`config.mk`:
```
export PLATFORM = sky130hd
export DESIGN_NAME = fp_wb_arbiter
export DESIGN_NICKNAME = d
export VERILOG_FILES = /design/src/rtl/fp_wb_pkg.sv /design/src/rtl/fp_wb_fifo.sv /design/src/rtl/fp_wb_arbiter.sv
export SDC_FILE = /design/constraint.sdc
export NUM_CORES = 1
export LEC_CHECK = 0
export ABC_AREA = 1
export CORE_MARGIN = 2
export CORE_UTILIZATION = 56
export DETAILED_ROUTE_END_ITERATION = 10
export PLACE_DENSITY = 0.92
export SETUP_SLACK_MARGIN = 0.05
export SLEW_MARGIN = 20
export SYNTH_ARGS = -nofsm -noshare
export SYNTH_HDL_FRONTEND = slang
export SYNTH_HIERARCHICAL = 1
export SYNTH_SLANG_ARGS = --single-unit
export TNS_END_PERCENT = 50
```
`constraint.sdc`:
```
create_clock -name clk -period 11.3 [get_ports clk]
set_clock_uncertainty 0.05 [all_clocks]
set_input_delay 2.26 -clock clk [delete_from_list [all_inputs] [get_ports clk]]
set_output_delay 2.26 -clock clk [all_outputs]
set_load 0.01 [all_outputs]
```
`src/rtl/fp_wb_pkg.sv`:
```
// Shared types for the FPU/integer writeback arbiter: the buffered result entry and an x0 test.
package fp_wb_pkg;

  localparam int REG_W   = 5;
  localparam int XLEN    = 32;
  localparam int ENTRY_W = REG_W + XLEN;

  typedef struct packed {
    logic [REG_W-1:0] rd;
    logic [XLEN-1:0]  wd;
  } wb_entry_t;

  function automatic logic is_x0(input logic [REG_W-1:0] rd);
    return (rd == '0);
  endfunction

endpackage

```
`src/rtl/fp_wb_fifo.sv`:
```
// In-order FIFO of pending FPU writeback entries; push and pop may occur in the same cycle.
module fp_wb_fifo
  import fp_wb_pkg::*;
#(
  parameter int DEPTH = 2
) (
  input  logic               clk,
  input  logic               rst_n,
  input  logic               i_push,
  input  logic [ENTRY_W-1:0] i_data,
  input  logic               i_pop,
  output logic [ENTRY_W-1:0] o_head,
  output logic               o_full,
  output logic               o_empty
);

  localparam int PTR_W = $clog2(DEPTH);
  localparam int CNT_W = $clog2(DEPTH + 1);

  logic [ENTRY_W-1:0] r_mem [DEPTH];
  logic [PTR_W-1:0]   r_wr_ptr;
  logic [PTR_W-1:0]   r_rd_ptr;
  logic [CNT_W-1:0]   r_count;

  logic w_do_push;
  logic w_do_pop;

  assign o_empty   = (r_count == '0);
  assign o_full    = (r_count == CNT_W'(DEPTH));
  assign w_do_pop  = i_pop && !o_empty;
  // A push into a full FIFO is legal only when the head leaves in the same cycle.
  assign w_do_push = i_push && (!o_full || w_do_pop);
  assign o_head    = r_mem[r_rd_ptr];

  // DEPTH is a power of two, so pointer overflow is the modulo wrap.
  always_ff @(posedge clk or negedge rst_n) begin
    if (!rst_n) begin
      r_wr_ptr <= '0;
      r_rd_ptr <= '0;
      r_count  <= '0;
    end else begin
      if (w_do_push) r_wr_ptr <= r_wr_ptr + 1'b1;
      if (w_do_pop)  r_rd_ptr <= r_rd_ptr + 1'b1;
      case ({w_do_push, w_do_pop})
        2'b10:   r_count <= r_count + 1'b1;
        2'b01:   r_count <= r_count - 1'b1;
        default: r_count <= r_count;
      endcase
    end
  end

  always_ff @(posedge clk) begin
    if (w_do_push) r_mem[r_wr_ptr] <= i_data;
  end

endmodule

```
`src/rtl/fp_wb_arbiter.sv`:
```
// Register-file writeback arbiter: integer first, then buffered FPU results, plus a RAW/WAW scoreboard.
// Define FP_WB_BYPASS_EN to let an FPU result reach the port in its arrival cycle when the port is idle.
module fp_wb_arbiter
  import fp_wb_pkg::*;
#(
  parameter int DEPTH = 2,
  parameter int NREG  = 32
) (
  input  logic        clk,
  input  logic        reset_n,
  input  logic        int_we,
  input  logic [4:0]  int_rd,
  input  logic [31:0] int_wd,
  input  logic        fpu_valid,
  input  logic [4:0]  fpu_rd,
  input  logic [31:0] fpu_wd,
  output logic        fpu_ready,
  input  logic        iss_fpu,
  input  logic [4:0]  dec_rs1,
  input  logic [4:0]  dec_rs2,
  input  logic [4:0]  dec_rd,
  output logic        stall,
  output logic        we3,
  output logic [4:0]  a3,
  output logic [31:0] wd3
);

  logic            w_int_wr;
  logic            w_fifo_full;
  logic            w_fifo_empty;
  logic            w_pop;
  logic            w_fpu_rdy;
  logic            w_fpu_xfer;
  logic            w_fpu_keep;
  logic            w_bypass;
  logic            w_push;
  wb_entry_t       w_head;
  wb_entry_t       w_fpu_entry;
  wb_entry_t       w_port;
  logic            w_port_we;
  logic            w_port_fpu;
  logic [NREG-1:0] w_pend_eff;
  logic [NREG-1:0] w_pending_nxt;
  logic            w_stall;
  logic [NREG-1:0] r_pending;

  assign w_int_wr    = int_we && !is_x0(int_rd);
  assign w_pop       = reset_n && !w_int_wr && !w_fifo_empty;
  assign w_fpu_rdy   = reset_n && (!w_fifo_full || w_pop);
  assign w_fpu_xfer  = fpu_valid && w_fpu_rdy;
  // An accepted result for x0 completes the handshake but is simply dropped.
  assign w_fpu_keep  = w_fpu_xfer && !is_x0(fpu_rd);
  assign w_fpu_entry = '{rd: fpu_rd, wd: fpu_wd};

`ifdef FP_WB_BYPASS_EN
  assign w_bypass = w_fpu_keep && !w_int_wr && w_fifo_empty;
`else
  assign w_bypass = 1'b0;
`endif

  assign w_push = w_fpu_keep && !w_bypass;

  fp_wb_fifo #(
    .DEPTH (DEPTH)
  ) u_fifo (
    .clk     (clk),
    .rst_n   (reset_n),
    .i_push  (w_push),
    .i_data  (w_fpu_entry),
    .i_pop   (w_pop),
    .o_head  (w_head),
    .o_full  (w_fifo_full),
    .o_empty (w_fifo_empty)
  );

  always_comb begin
    w_port_we  = 1'b0;
    w_port_fpu = 1'b0;
    w_port     = '0;
    if (!reset_n) begin
      w_port_we = 1'b0;
    end else if (w_int_wr) begin
      w_port_we = 1'b1;
      w_port    = '{rd: int_rd, wd: int_wd};
    end else if (w_pop) begin
      w_port_we  = 1'b1;
      w_port_fpu = 1'b1;
      w_port     = w_head;
    end else if (w_bypass) begin
      w_port_we  = 1'b1;
      w_port_fpu = 1'b1;
      w_port     = w_fpu_entry;
    end
  end

  // A register whose FPU result is on the port this cycle is already visible to decode
  // through the register file's write-through, so it no longer needs to stall.
  always_comb begin
    w_pend_eff = r_pending;
    if (w_port_fpu) w_pend_eff[w_port.rd] = 1'b0;
    w_pend_eff[0] = 1'b0;
  end

  assign w_stall = reset_n &&
                   (w_pend_eff[dec_rs1] || w_pend_eff[dec_rs2] || w_pend_eff[dec_rd]);

  // Clear is applied first so a same-cycle issue to the same register keeps it pending.
  always_comb begin
    w_pending_nxt = r_pending;
    if (w_port_fpu) w_pending_nxt[w_port.rd] = 1'b0;
    if (iss_fpu && !w_stall && !is_x0(dec_rd)) w_pending_nxt[dec_rd] = 1'b1;
  end

  always_ff @(posedge clk or negedge reset_n) begin
    if (!reset_n) begin
      r_pending <= '0;
    end else begin
      r_pending <= w_pending_nxt;
    end
  end

  assign fpu_ready = w_fpu_rdy;
  assign stall     = w_stall;
  assign we3       = w_port_we;
  assign a3        = w_port.rd;
  assign wd3       = w_port.wd;

endmodule

```
# [After elaboration in Yosys (flattened, before gate mapping)]
# Memory sizes are Yosys's and may differ from the RTL's.
# Index checks and enable logic that the tools add are counted.
[op_classes] div=0 multipliers=0 mux=23 order_cmp=6 bitwise=3 n_reduce_logical=29 shift=0 n_addsub=4 eq_ne=3
[ops] op="$mux 37" n=3
[ops] op="$mux 32" n=2
[ops] op="$and 32x32->32" n=1
[ops] op="$not 32->32" n=1
[ops] op="$or 32x32->32" n=1
[ops] op="$lt 5x6->1 const B" n=4
[ops] op="$bmux 1 s5" n=3
[ops] op="$logic_not 5->1" n=3
[ops] op="$logic_and 1x1->1" n=13
[ops] op="$mux 1" n=12
[ops] op="$demux 1 s5" n=2
[ops] op="$ge 5x1->1 const B" n=2
[ops] op="$logic_not 1->1" n=7
[ops] op="$eq 2x2->1 const B" n=2
[ops] op="$logic_or 1x1->1" n=4
[ops] op="$pmux 2 s2" n=1
[ops] op="$add 1x1->1 const B" n=2
[ops] op="$add 2x1->2 const B" n=1
[ops] op="$eq 2x1->1 const B" n=1
[ops] op="$logic_not 2->1" n=1
[ops] op="$reduce_bool 2->1" n=1
[ops] op="$sub 2x1->2 const B" n=1
[totals] output_inout_bits=40 word_cells=73 register_bits=36 mem_bits_rw=74 latch_bits=0 inputBits=94 n_memories=1 rom_bits=0
[mem_list] memory="u_fifo.r_mem" depth=2 width=37 rd=1 rd_ports_with_merged_regs=0 write_ports=1 line_no="fp_wb_fifo.sv:20" text="logic [ENTRY_W-1:0] r_mem [DEPTH];"

# [Depth between registers and ports, before layout]
[logic_depth] ltp_word=25 ltp_mapped=24 ltp_nobuf=23

# [Cells and area by module]
# The synthesis kept the hierarchy.
[modules_own_cells] mod="fp_wb_arbiter" n_inst=1 cells_each=555 area_each_um2=3305.7 seq_area_each_um2=775.7
[modules_own_cells] mod="fp_wb_fifo" n_inst=1 cells_each=223 area_each_um2=2927.8 seq_area_each_um2=2322.2

# [Worst setup path after synthesis]
# No wires, ideal clock.
[synth_timing] path_type="in2out" startpoint="in int_rd[0]" endpoint="out stall" slack_ns=4.776 path_buffers=1 arrival_ns=4.214 cell_stages=21 required_time_ns=8.990 path_cell_list="nor2_1 -> nand3_2 -> nand2_2 -> nand3_1 -> nand2_2 -> nand2_1 -> nor2_4 -> nand3_1 -> nand2_1 -> nor2_1 -> nor2_1 -> nand2_1 -> nand3_1 -> nand2_1 -> nand2_1 -> nand2_1 -> inv_1 -> nand3_1 -> nand2_2 -> buf_4 -> inv_1"
[synth_between] elab_chain_len=21 elab_cells_between_ends=29 classes_between="order compare: 2; mux: 15; bitwise: 2; reduce/logical: 10"
[synth_rtl] element="start: declaration" line_no="fp_wb_arbiter.sv:12" text="input logic [4:0] int_rd,"
[synth_rtl] element="$logic_not 5->1" line_no="fp_wb_pkg.sv:14" text="return (rd == '0);"
[synth_rtl] element="$logic_not 1->1" line_no="fp_wb_arbiter.sv:47" text="assign w_int_wr = int_we && !is_x0(int_rd);"
[synth_rtl] element="$logic_and 1x1->1" line_no="fp_wb_arbiter.sv:47"
[synth_rtl] element="$logic_not 1->1" line_no="fp_wb_arbiter.sv:48" text="assign w_pop = reset_n && !w_int_wr && !w_fifo_empty;"
[synth_rtl] element="$logic_and 1x1->1 (2 in series)" line_no="fp_wb_arbiter.sv:48"
[synth_rtl] element="$mux 37" line_no="fp_wb_arbiter.sv:85" text="end else if (w_pop) begin"
[synth_rtl] element="$mux 37" line_no="fp_wb_arbiter.sv:82" text="end else if (w_int_wr) begin"
[synth_rtl] element="$mux 37" line_no="fp_wb_arbiter.sv:80" text="if (!reset_n) begin"
[synth_rtl] element="(+4 left out)"
[synth_rtl] element="$not 32->32 (no source line)"
[synth_rtl] element="$and 32x32->32 (no source line)"
[synth_rtl] element="$mux 32 *" line_no="fp_wb_arbiter.sv:100" text="if (w_port_fpu) w_pend_eff[w_port.rd] = 1'b0;"
[synth_rtl] element="$bmux 1 s5" line_no="fp_wb_arbiter.sv:105" text="(w_pend_eff[dec_rs1] || w_pend_eff[dec_rs2] || w_pend_eff[dec_rd]);"
[synth_rtl] element="$mux 1 (implied by the code)" line_no="fp_wb_arbiter.sv:105"
[synth_rtl] element="$logic_or 1x1->1" line_no="fp_wb_arbiter.sv:105"
[synth_rtl] element="$logic_or 1x1->1 *" line_no="fp_wb_arbiter.sv:105"
[synth_rtl] element="$logic_and 1x1->1 *" line_no="fp_wb_arbiter.sv:104" text="assign w_stall = reset_n &&"
[synth_rtl] element="end: declaration" line_no="fp_wb_arbiter.sv:22" text="output logic stall,"
# Mark *: on every way between the ends. The rest lies on a longest branch, timed or not. The select of a mux whose other input is x is not followed.

# [Final worst setup path]
[layout_timing] startpoint="in int_rd[2]" endpoint="out stall"
# Same word-level chain as after synthesis.

==> results by group <==
Setup path
  • Worst EP required: 8990 ps
  • Worst R2R End: r_pending[29]
  • Reg2reg path depth: 22
  • Setup CP Type: input pin to primary output
  • Worst Path Arrival: 6620 ps
  • Crit. End Element: primary output
  • Start of the worst register-to-register path: u_fifo/r_rd_ptr
  • Worst-path fanout max: 34
  • CP endpoint: stall
  • CP startpoint kind: input pin
  • Crit path from: int_rd[2]
  • R2R Setup Slk: 7100 ps

Layout
  • Total Nets Final: a little under 1000
  • Most common cell after layout, fill and taps aside: nand2_1
  • Final instance area: approximately 7900 um^2
  • Area Overhead vs Synth: 26.4%
  • Commonest cells after routing, fill and taps aside: nand2_1, nand3_1, clkdlybuf4s50_1
  • Post-Layout Cell Count: 1037
  • Share of layout cells above drive strength 1: 0.0557
  • Diodes inserted: 0
  • Utilization after layout: 0.727

Global route
  • First-pass GRT wire length: roughly 30 mm
  • Initial antenna violation count: 0
  • Largest net degree at the start of global routing: 76
  • GRT overflow: 0
  • Vias in the first global route: approximately 5800
  • Total track usage: 0.333

Power and ir drop
  • LEAKAGE: roughly 3.3 nW
  • Maximum vdd ir drop: between 0.1 and 0.15 mV
  • Power Dens Cells: 165 nW/um^2

Placement
  • Cells after DPL: 1018
  • Post-DP HPWL: between 10 and 15 mm
  • I/O Buffers: around 130
  • RD Place Congestion: about 1.1
  • Dpl cell area: between 7000 and 8000 um^2

Floorplanning
  • FP Rows: 38
  • Core area: 10800 um^2
  • I/O pins: roughly 130
  • Die Span X: roughly 110 um
  • Die area: between 10000 and 15000 um^2
  • Starting density of the core: 0.575
  • Die height: between 100 and 150 um

Synth
  • Syn Std Cell Area: 6230 um^2
  • Synthesized netlist cell count: approximately 800
  • Ys flop type: edfxtp_1
  • Synth Net Count: 872
  • Synth unique cells: 33
  • Yosys reg bits: about 110
  • Post-Synthesis Mean Instance Area: 8.01 um^2
  • Fraction of registers with async set or reset after synthesis: 0.321
  • Number of synthesized flops with an enable pin: 74
  • Synthesis Warnings: 6
  • Sequential area share after synthesis: 0.497

Routing
  • Drt via density: a little under 6
  • First-pass DRT Iterations: 6
  • Via count: 6144
  • DRC viols: 0
  • Detailed Route Iter0 Violations: 876
  • Routed WL: slightly below 20 mm
  • WL/cell: 18.8 um
  • Post-route ant nets: 0

Timing
  • Fmax: ~110 MHz
  • Crit share post-route: 0.790
  • RSZ-0062 raised after global routing: no
  • Setup TNS: 0 ps
  • Hold Vio Cnt, Final: 0
  • Slew HR: 0.300
  • Final setup viols: 0
  • Min Tclk post-route: a little under 9000 ps
  • Worst Tran Pin Value: about 1000 ps
  • Final max-slew violation count: 0
  • WHS: 482 ps

Clock tree
  • Clk Latency, worst-skew pair: between 300 and 400 ps
  • Clock sinks: 109
  • Number of setup buffers added after CTS: 0
  • Total CTS buffers: 9
  • CTS Root Cell: clkbuf_8
  • Clk slew on worst S/H paths: roughly 120 ps
  • Htree depth: 3
  • Cts repair resizes: 0
  • CTS tree: built
  • Cts hold-fix bufs: 0
  • CTS max path bufs: 2

Outcome
  • Status: finished clean

Min path
  • HP Class: register to register

Job
  • Max Cap Viol: 0
## synth_stat cells (2+ instances only)
master    number  share of area
nand2_1      261           0.16
nand3_1      150           0.12
edfxtp_1      74           0.36
nor2_1        73          0.044
inv_1         50          0.030
dfrtp_1       35           0.14
a32o_1        32          0.051
clkbuf_1      20          0.012
buf_2          8         0.0064
o21ai_0        7         0.0056
nand4_1        6         0.0060
o21ai_1        6         0.0048
nand2_2        5         0.0050
nand3_2        5         0.0080
nor3_1         5         0.0040
a21oi_1        4         0.0032
buf_1          4         0.0024
buf_4          4         0.0048
inv_2          4         0.0024
nor2_4         4         0.0072
a21boi_0       3         0.0036
clkinv_1       3         0.0018
xor2_1         3         0.0042
a21oi_4        2         0.0052
o21ai_2        2         0.0028
## sequential cells by signal (all words and copies together), names as in the netlist
register / cells
r_pending: 31
u_fifo/r_rd_ptr: 1
u_fifo/r_mem: 74
u_fifo/r_count: 2
u_fifo/r_wr_ptr: 1
## worst min-delay path by stage
stage | to | depth (start not counted) | from
after CTS | u_fifo/r_count[0] | 1 | u_fifo/r_count[0]
final | u_fifo/r_count[0] | 1 | u_fifo/r_count[0]
after global routing | u_fifo/r_count[0] | 1 | u_fifo/r_count[0]
after global placement | u_fifo/r_count[0] | 1 | u_fifo/r_count[0]
after floorplan | r_pending[15] | 2 | r_pending[15]
after detailed placement | u_fifo/r_count[0] | 1 | u_fifo/r_count[0]
## critical path: stages
cell	delay [ps]
clkdlybuf4s50_1	480
nor2_1	150
nand3_2	170
nand2_2	190
clkinv_1	840
nand2_1	330
nand2_1	80
nor3_1	290
a21boi_0	210
nand2_1	110
nand4_1	100
nand3_1	90
nand2_1	60
nor2_1	120
nand3_1	120
nand2_2	440
inv_1	80
clkdlybuf4s50_1	490
## per-stage QoR
| stage | setup WS [ps] | total power [mW] |
|---|---|---|
| after floorplan | 4780 | 0.866 |
| after global placement | 2660 | 1.04 |
| after detailed placement | 2470 | 1.05 |
| after CTS | 2440 | 1.28 |
| after global routing | 2010 | 1.37 |
| final | 2370 | 1.30 |
## routing by layer
metal | vias up | share of wire | global-route usage
met3 | 53 | 0.12 | 0.101
met4 | 0 | 0.028 | 0.120
met1 | 2796 | 0.39 | 0.454
met2 | 427 | 0.46 | 0.506
li1 | 2868 | - | -
met5 | - | 0 | 0
## kinds of logic after synthesis
family | after synthesis | synth area share
and+or+nand+nor | 513 | 0.357
xor gates and xnor gates | 3 | 0.00422
DFF | 109 | 0.497
buffers and inverters | 93 | 0.0600
AOI/OAI and AO/OA | 60 | 0.0813
## final cells by class
class | count | area [um^2]
Sequential cell | 109 | 3100
Tap cell | 140 | 175
Timing Repair Buffer | 139 | 1420
Multi-Input combinational cell | 576 | 2780
Inverter | 57 | 214
Clock buffer | 9 | 124
Fill cell | 834 | 2960
Clock inverter | 7 | 66.3
## power by group
part / switching [mW] / internal, mW / leakage, nW
combinational: 0.319 / 0.195 / 2.12
sequential: 0.0439 / 0.513 / 1.10
clock: 0.143 / 0.0848 / 0.0945
total: 0.506 / 0.793 / 3.31
Note: power is estimated with default switching activity, not from simulation.
